[config.mk]
export PLATFORM = sky130hd
export DESIGN_NAME = rle_codec
export DESIGN_NICKNAME = d
export VERILOG_FILES = /design/src/rtl/rle_codec.sv
export SDC_FILE = /design/constraint.sdc
export NUM_CORES = 1
export LEC_CHECK = 0
export ABC_CLOCK_PERIOD_IN_PS = 7200
export CORE_ASPECT_RATIO = 1.1
export CORE_UTILIZATION = 35
export CTS_BUF_LIST = sky130_fd_sc_hd__clkbuf_4
export CTS_CLUSTER_DIAMETER = 150
export DETAILED_ROUTE_END_ITERATION = 10
export DONT_BUFFER_PORTS = 1
export PLACE_DENSITY = 0.58
export SLEW_MARGIN = 0
export SYNTH_ARGS = -nofsm -noshare
export SYNTH_HDL_FRONTEND = slang
export SYNTH_SLANG_ARGS = --single-unit
[constraint.sdc]
create_clock -name clk -period 7.2 [get_ports clk]
set_clock_uncertainty 0.2 [all_clocks]
set_input_delay 0.36 -clock clk [delete_from_list [all_inputs] [get_ports clk]]
set_output_delay 0.36 -clock clk [all_outputs]
set_load 0.05 [all_outputs]
[src/rtl/rle_codec.sv]
// Run-length compressor/decompressor, a bus master on DPSRAM port A.
// Word-only reads and writes; pairs are (symbol, count) bytes packed little-endian.
module rle_codec #(
   parameter int ADDR_W  = 16,
   parameter int MAX_RUN = 255
) (
   input  logic              clk,
   input  logic              nreset,
   input  logic              start,
   input  logic              mode,
   input  logic [31:0]       message_addr,
   input  logic [31:0]       message_size,
   input  logic [31:0]       rle_addr,
   output logic [31:0]       rle_size,
   output logic              done,
   output logic              error,
   output logic              port_A_clk,
   output logic [ADDR_W-1:0] port_A_addr,
   output logic [31:0]       port_A_data_in,
   input  logic [31:0]       port_A_data_out,
   output logic              port_A_we
);

   localparam logic [7:0] MAX_CNT = 8'(MAX_RUN);

   typedef enum logic [2:0] {
      S_IDLE, S_RD_REQ, S_RD_WAIT, S_PROC, S_WR, S_FLUSH, S_DONE
   } state_t;

   state_t      state_q, n_state;
   logic        mode_q, n_mode;
   logic [31:0] src_base, n_src_base;
   logic [31:0] dst_addr, n_dst_addr;
   logic [31:0] size_q, n_size;
   logic [31:0] src_idx, n_idx;
   logic [31:0] out_buf, n_buf;
   logic [2:0]  buf_cnt, n_cnt;
   logic [7:0]  sym_q, n_sym;
   logic [7:0]  run_q, n_run;
   logic        have_run, n_have;
   logic        word_valid, n_wv;
   logic        fresh, n_fresh;
   logic [31:0] src_word, n_src_word;
   logic [31:0] rle_cnt, n_rle;
   logic        err_q, n_err;

   logic [31:0] cur_word, sh0, sh1;
   logic [7:0]  byte0, byte1;
   logic [4:0]  ins_sh;
   logic        do_route, src_need, fin;

   always_ff @(posedge clk) begin
      if (!nreset) begin
         state_q    <= S_IDLE;
         mode_q     <= 1'b0;
         src_base   <= '0;
         dst_addr   <= '0;
         size_q     <= '0;
         src_idx    <= '0;
         out_buf    <= '0;
         buf_cnt    <= '0;
         sym_q      <= '0;
         run_q      <= '0;
         have_run   <= 1'b0;
         word_valid <= 1'b0;
         fresh      <= 1'b0;
         src_word   <= '0;
         rle_cnt    <= '0;
         err_q      <= 1'b0;
      end else begin
         state_q    <= n_state;
         mode_q     <= n_mode;
         src_base   <= n_src_base;
         dst_addr   <= n_dst_addr;
         size_q     <= n_size;
         src_idx    <= n_idx;
         out_buf    <= n_buf;
         buf_cnt    <= n_cnt;
         sym_q      <= n_sym;
         run_q      <= n_run;
         have_run   <= n_have;
         word_valid <= n_wv;
         fresh      <= n_fresh;
         src_word   <= n_src_word;
         rle_cnt    <= n_rle;
         err_q      <= n_err;
      end
   end

   always_comb begin
      n_state    = state_q;
      n_mode     = mode_q;
      n_src_base = src_base;
      n_dst_addr = dst_addr;
      n_size     = size_q;
      n_idx      = src_idx;
      n_buf      = out_buf;
      n_cnt      = buf_cnt;
      n_sym      = sym_q;
      n_run      = run_q;
      n_have     = have_run;
      n_wv       = word_valid;
      n_fresh    = fresh;
      n_src_word = src_word;
      n_rle      = rle_cnt;
      n_err      = err_q;
      do_route   = 1'b0;
      src_need   = 1'b0;
      fin        = 1'b0;

      // The fetched word is only on the bus in the first PROC cycle; later cycles use the copy.
      cur_word = fresh ? port_A_data_out : src_word;
      sh0      = cur_word >> {src_idx[1:0], 3'b000};
      sh1      = cur_word >> {src_idx[1:0] + 2'd1, 3'b000};
      byte0    = sh0[7:0];
      byte1    = sh1[7:0];
      ins_sh   = {buf_cnt[1:0], 3'b000};

      case (state_q)
         S_IDLE, S_DONE: begin
            if (start) begin
               n_mode     = mode;
               n_src_base = message_addr;
               n_dst_addr = rle_addr;
               n_size     = message_size;
               n_idx      = '0;
               n_buf      = '0;
               n_cnt      = '0;
               n_have     = 1'b0;
               n_run      = '0;
               n_wv       = 1'b0;
               n_fresh    = 1'b0;
               n_rle      = '0;
               n_err      = 1'b0;
               if (message_size == '0) begin
                  n_state = S_DONE;
               end else if (mode && message_size[0]) begin
                  n_err   = 1'b1;
                  n_state = S_DONE;
               end else begin
                  n_state = S_RD_REQ;
               end
            end
         end
         S_RD_REQ:  n_state = S_RD_WAIT;
         S_RD_WAIT: begin
            n_state = S_PROC;
            n_fresh = 1'b1;
            n_wv    = 1'b1;
         end
         S_PROC: begin
            n_fresh = 1'b0;
            if (fresh) n_src_word = port_A_data_out;
            do_route = 1'b1;
            if (!mode_q) begin
               // Pairs land at even buffer offsets only, so a pair always fits.
               if (src_idx == size_q) begin
                  n_buf  = out_buf | ({16'h0, run_q, sym_q} << ins_sh);
                  n_cnt  = buf_cnt + 3'd2;
                  n_rle  = rle_cnt + 32'd2;
                  n_have = 1'b0;
               end else begin
                  n_idx = src_idx + 32'd1;
                  if (src_idx[1:0] == 2'b11) n_wv = 1'b0;
                  if (have_run && byte0 == sym_q && run_q < MAX_CNT) begin
                     n_run = run_q + 8'd1;
                  end else begin
                     if (have_run) begin
                        n_buf = out_buf | ({16'h0, run_q, sym_q} << ins_sh);
                        n_cnt = buf_cnt + 3'd2;
                        n_rle = rle_cnt + 32'd2;
                     end
                     n_sym  = byte0;
                     n_run  = 8'd1;
                     n_have = 1'b1;
                  end
               end
            end else begin
               if (run_q != '0) begin
                  n_buf = out_buf | ({24'h0, sym_q} << ins_sh);
                  n_cnt = buf_cnt + 3'd1;
                  n_rle = rle_cnt + 32'd1;
                  n_run = run_q - 8'd1;
               end else if (byte1 == '0) begin
                  n_err = 1'b1;
               end else begin
                  n_sym = byte0;
                  n_run = byte1 - 8'd1;
                  n_buf = out_buf | ({24'h0, byte0} << ins_sh);
                  n_cnt = buf_cnt + 3'd1;
                  n_rle = rle_cnt + 32'd1;
                  n_idx = src_idx + 32'd2;
                  if (src_idx[1]) n_wv = 1'b0;
               end
            end
         end
         S_WR: begin
            n_buf      = '0;
            n_cnt      = '0;
            n_dst_addr = dst_addr + 32'd4;
            do_route   = 1'b1;
         end
         S_FLUSH: begin
            n_buf   = '0;
            n_cnt   = '0;
            n_state = S_DONE;
         end
         default: n_state = S_IDLE;
      endcase

      if (do_route) begin
         src_need = mode_q ? (n_run == '0 && n_idx != size_q) : (n_idx != size_q);
         fin      = mode_q ? (n_err || (n_idx == size_q && n_run == '0))
                           : (n_idx == size_q && !n_have);
         if (n_cnt == 3'd4)           n_state = S_WR;
         else if (fin)                n_state = (n_cnt != '0) ? S_FLUSH : S_DONE;
         else if (src_need && !n_wv)  n_state = S_RD_REQ;
         else                         n_state = S_PROC;
      end
   end

   logic [31:0] rd_addr, addr_full;
   logic        wr_phase, unused_ok;

   always_comb begin
      rd_addr  = src_base + {src_idx[31:2], 2'b00};
      wr_phase = (state_q == S_WR) || (state_q == S_FLUSH);
      if (wr_phase)
         addr_full = dst_addr;
      else if (state_q == S_RD_REQ || state_q == S_RD_WAIT || state_q == S_PROC)
         addr_full = rd_addr;
      else
         addr_full = '0;
   end

   assign unused_ok      = ^addr_full;
   assign port_A_clk     = clk;
   // Gated by nreset so a reset landing on a write cycle never reaches memory.
   assign port_A_we      = nreset && wr_phase;
   assign port_A_addr    = {addr_full[ADDR_W-1:2], 2'b00};
   assign port_A_data_in = wr_phase ? out_buf : '0;
   assign done           = (state_q == S_DONE);
   assign error          = err_q;
   assign rle_size       = rle_cnt;

endmodule

# Word-level counts from Yosys, hierarchy flattened
# Index checks and enable logic that the tools add are counted.
[op_classes]
n_addsub = 12
n_lt_le_gt_ge = 1
eq_ne = 22
shifts = 5
muxes = 81
bitwise = 3
reduce_logical = 34
[op_table]
columns = ["cell", "count"]
rows = [
  ["32-bit two-way mux", 21],
  ["32-bit case mux with 2 select lines", 3],
  ["32-bit OR", 3],
  ["32-bit case mux with 3 select lines", 1],
  ["8-bit two-way mux", 11],
  ["32-bit by 1-bit adder with 32-bit output (second input constant)", 2],
  ["32-bit by 2-bit adder with 32-bit output (second input constant)", 2],
  ["32-bit == test", 2],
  ["8-bit by 5-bit left shift with 32-bit output", 2],
  ["32-bit by 5-bit >> shifter with 8-bit output", 2],
  ["3-bit two-way mux", 13],
  ["32-bit by 3-bit adder with 32-bit output (second input constant)", 1],
  ["32-bit zero test", 1],
  ["16-bit two-way mux", 2],
  ["32-bit != test", 1],
  ["16-bit by 5-bit left shift with 32-bit output", 1],
  ["1-bit two-way mux", 21],
  ["16-bit adder", 1],
  ["8-bit zero test", 2],
  ["8-bit case mux with 2 select lines", 1],
  ["8-bit by 1-bit subtractor with 8-bit output (second input constant)", 2],
  ["3-bit case mux with 5 select lines", 1],
  ["5-bit AND reduction", 3],
  ["3-bit == test (second input constant)", 4],
  ["26 further kinds", 55],
]
[word_totals]
regBits = 235
out_inout_bits = 84
wordCells = 174

# Logic depth before layout (Yosys ltp)
[depth]
depth_word = 17
depth_mapped = 19
mapped_depth_nobuf = 15

==> flow_summary_export.csv <==
group,metric,value,unit
power,power_leakage,5.75,nW
timing,period_needed,5.87,ns
setup_path,critPathTopFamily,"compound AO/OA/AOI/OAI gates",
die,io_pins,216,
logic_synthesis,netlist_instances,1906,
final_layout,layout_common_cells,"nand2_1 (261), dfxtp_1 (214), nor2_1 (190)",
placed_design,port_buffers,0,
routing,routed_via_density,5.85,
power,finalPower,4.87,mW
clock_tree,cts.htree.levels,2,
run_status,status,"complete, no violations",
setup_path,timing.rr.start,"src_idx[1]",
logic_synthesis,postSynth.asyncResetShare,0,%
setup_path,critPathSlowestCell,"ha_1",
routing,drt_iter0_markers,1287,
die,core.rowCount,77,
die,fp.dieArea,42200,um2
die,die_w,196,um
logic_synthesis,ys_seq_area_share,29.7,%
min_path,holdPathEnd,"src_base[3]",
timing,slew_headroom,20.1,%
power,ir_drop,123,uV
min_path,min_from,"message_addr[3]",
routing,antenna_left,0,
setup_path,ff2ff_path_depth,15,
setup_path,required,7.72,ns
routing,first_pass_iters,5,
timing,slew_violations,0,
timing,layout_worst_path_cycle_share,81.5,%
logic_synthesis,avgSynthCellArea,7.60,um2
setup_path,worstSetupPathType,"flip-flop to flip-flop",
placed_design,dp_hpwl,37.9,mm
placed_design,post-place-ws,1.37,ns
min_path,worst_hold_path_type,"input pin to flip-flop",
routing,wl_per_cell,21.4,um
final_layout,drive_gt1_share,8.64,%
clock_tree,cts_root_buf,"clkbuf_4",
final_layout,area.sequential,4310,um2
setup_path,worstPathMaxFanout,12,
timing,tightest_slew,1.19,ns
setup_path,critPathBufInv,0,
logic_synthesis,synthFlopType,"dfxtp_1",
setup_path,cp_common_cell,"ha_1",
timing,fin_setup_tns,0,ns
timing,rsz0062_at_grt,"no",
clock_tree,worst_skew_pair.late_latency,0.82,ns
clock_tree,post_cts_buffers,0,
logic_synthesis,synth-seq-cells,215,
clock_tree,clk_path_buf_depth,3,
placed_design,place.gp.congestion,0.990,
setup_path,r2r_end,"state_q[1]",
die,die_h,215,um
grt,grt_usage,25.3,%
clock_tree,cts_hold_buf,107,
clock_tree,clkSlewWorstSetupHoldPaths,0.07,ns
clock_tree,postCtsResizedCells,0,
die,core,40500,um2
final_layout,final_common_cell,"nand2_1",
setup_path,cp-end-kind,"flip-flop",
routing,routed_wl,53.6,mm
min_path,whs_path_depth,3,
final_layout,nets,2103,
final_layout,multiInputGateArea,9390,um2
clock_tree,clock_sinks,215,
setup_path,cp-start-kind,"flip-flop",
grt,grt-ovfl-total,0,
final_layout,area_growth,13.9,%
logic_synthesis,syn_area,14500,um2
logic_synthesis,ys_warn_count,0,
setup_path,path_cells,"ha_1, mux4_2, mux2i_1, ha_1, nand4_4, o21ai_2, a21oi_1, xor2_1, a31o_2, nand4b_1, a2111oi_2, nand4_1, o21bai_1, o211ai_1, a22o_1",
setup_path,slowest_delay,0.69,ns
routing,drc_errors,0,
die,start_util,35.8,%
timing,max_freq,170,MHz
clock_tree,cts_buffers,60,
grt,grt_start_max_net_pins,80,
logic_synthesis,ys_types,93,
run,cap_violations,0,
grt,first_global_vias,14000,
power,pwr_density_cell,295,nW/um2
timing,hold_viol,0,
clock_tree,cts_tree,"built",
grt,antenna_found_initial,3,
logic_synthesis,synth_edf_count,0,
routing,num_vias,14700,
timing,setup_violations,0,
setup_path,crit_arrival,6.38,ns
setup_path,ff2ff_setup_slack,1.33,ns
final_layout,fillCellCount,4173,
grt,grt_pass1_wl,82.8,mm
timing,worst_slack,1.33,ns
flip-flops by register name, summed over array words and instances (netlist names):
| signal | flops |
|---|---|
| state_q | 3 |
| mode_q | 1 |
| run_q | 8 |
| error | 1 |
| have_run | 1 |
| src_base | 14 |
| fresh | 1 |
| rle_size | 32 |
| dst_addr | 14 |
| out_buf | 32 |
| size_q | 32 |
| buf_cnt | 3 |
| word_valid | 1 |
| src_word | 32 |
| sym_q | 8 |
| src_idx | 32 |
power breakdown:
group	internal (mW)	switching [mW]	leakage (nW)	total, mW
sequential	1.32	0.251	1.74	1.58
combinational	0.754	1.40	3.55	2.16
clock	0.586	0.551	0.448	1.14
cells by family after synthesis:
family / Yosys count / share of synthesized area [%]
AOI/OAI and AO/OA: 509 / 22.8
xor gates and xnor gates: 94 / 5.69
adders and majority gates: 24 / 2.13
buffers and inverters: 191 / 5.64
DFF: 215 / 29.7
muxes: 88 / 7.72
other: 1 / 0.0259
and+or+nand+nor: 784 / 26.3
metal layers:
layer  part of all wire, %  track usage, %  routed length, um
met5                     0               0                  0
met4                   3.2            9.58               1740
met3                   7.5            5.51               4030
met1                    44            33.1              23400
met2                    46            40.4              24400
how the worst max path moves through the flow:
stage | startpoint | to | cells past startpoint
CTS | src_idx[1] | state_q[1] | 15
global route | src_idx[1] | state_q[1] | 15
global placement | src_idx[0] | state_q[1] | 15
detailed placement | src_idx[0] | state_q[1] | 15
finish | src_idx[1] | state_q[1] | 15
floorplan | src_idx[0] | state_q[1] | 17
synth_stat cells (8+ instances only):
master | instances | area (um2)
clkbuf_1 | 113 | 424
ha_1 | 23 | 288
o22ai_1 | 11 | 68.8
and2_1 | 58 | 363
and3_1 | 31 | 194
a31oi_1 | 17 | 106
or3_1 | 16 | 100
a211oi_1 | 37 | 278
nand3_1 | 41 | 205
a311oi_1 | 14 | 123
a21oi_1 | 181 | 906
inv_1 | 41 | 154
nand2b_1 | 25 | 156
mux2_2 | 10 | 113
buf_2 | 11 | 55.1
mux4_2 | 14 | 315
o31ai_1 | 8 | 60.1
nor4_1 | 27 | 169
nand4_1 | 29 | 181
o21bai_1 | 8 | 60.1
o21ai_0 | 95 | 475
o211ai_1 | 14 | 105
dfxtp_1 | 215 | 4300
mux2i_1 | 61 | 611
a22o_1 | 24 | 210
buf_1 | 14 | 52.6
nor2b_1 | 17 | 106
nor2_1 | 191 | 717
a221oi_1 | 8 | 70.1
xor2_1 | 41 | 359
xnor2_1 | 53 | 464
nor3_1 | 39 | 195
nand2_1 | 262 | 983
per-stage QoR:
step	util (%)	cell area [um2]	cells	hold WS [ns]
after floorplan	-	14500	1907	0.229
after global placement	36.2	14700	2291	0.160
after detailed placement	36.2	14700	2291	0.160
after CTS	40.7	16500	2503	0.00106
after global routing	40.8	16500	2505	0.0203
final	40.8	16500	2506	0.0611
cell type report:
class	instances	area share [%]
diodes	3	0.0455
clock buffers	87	3.96
clock inverters	18	0.614
inverters	42	0.971
multi-input cells	1501	56.9
flip-flops and latches	215	26.1
well taps	513	3.89
repair buffers	127	7.48
worst register-to-register path: cells and delay by family (launching register included):
kind / cells / cell delay, ns
flip-flops: 1 / 0.32
AND/OR/NAND/NOR: 3 / 0.74
XOR/XNOR: 1 / 0.22
multiplexers: 2 / 0.97
AO/OA/AOI/OAI: 7 / 2.27
adder cells (fa/ha/maj): 2 / 1.09
No activity file was read; power rests on OpenSTA's default activity.
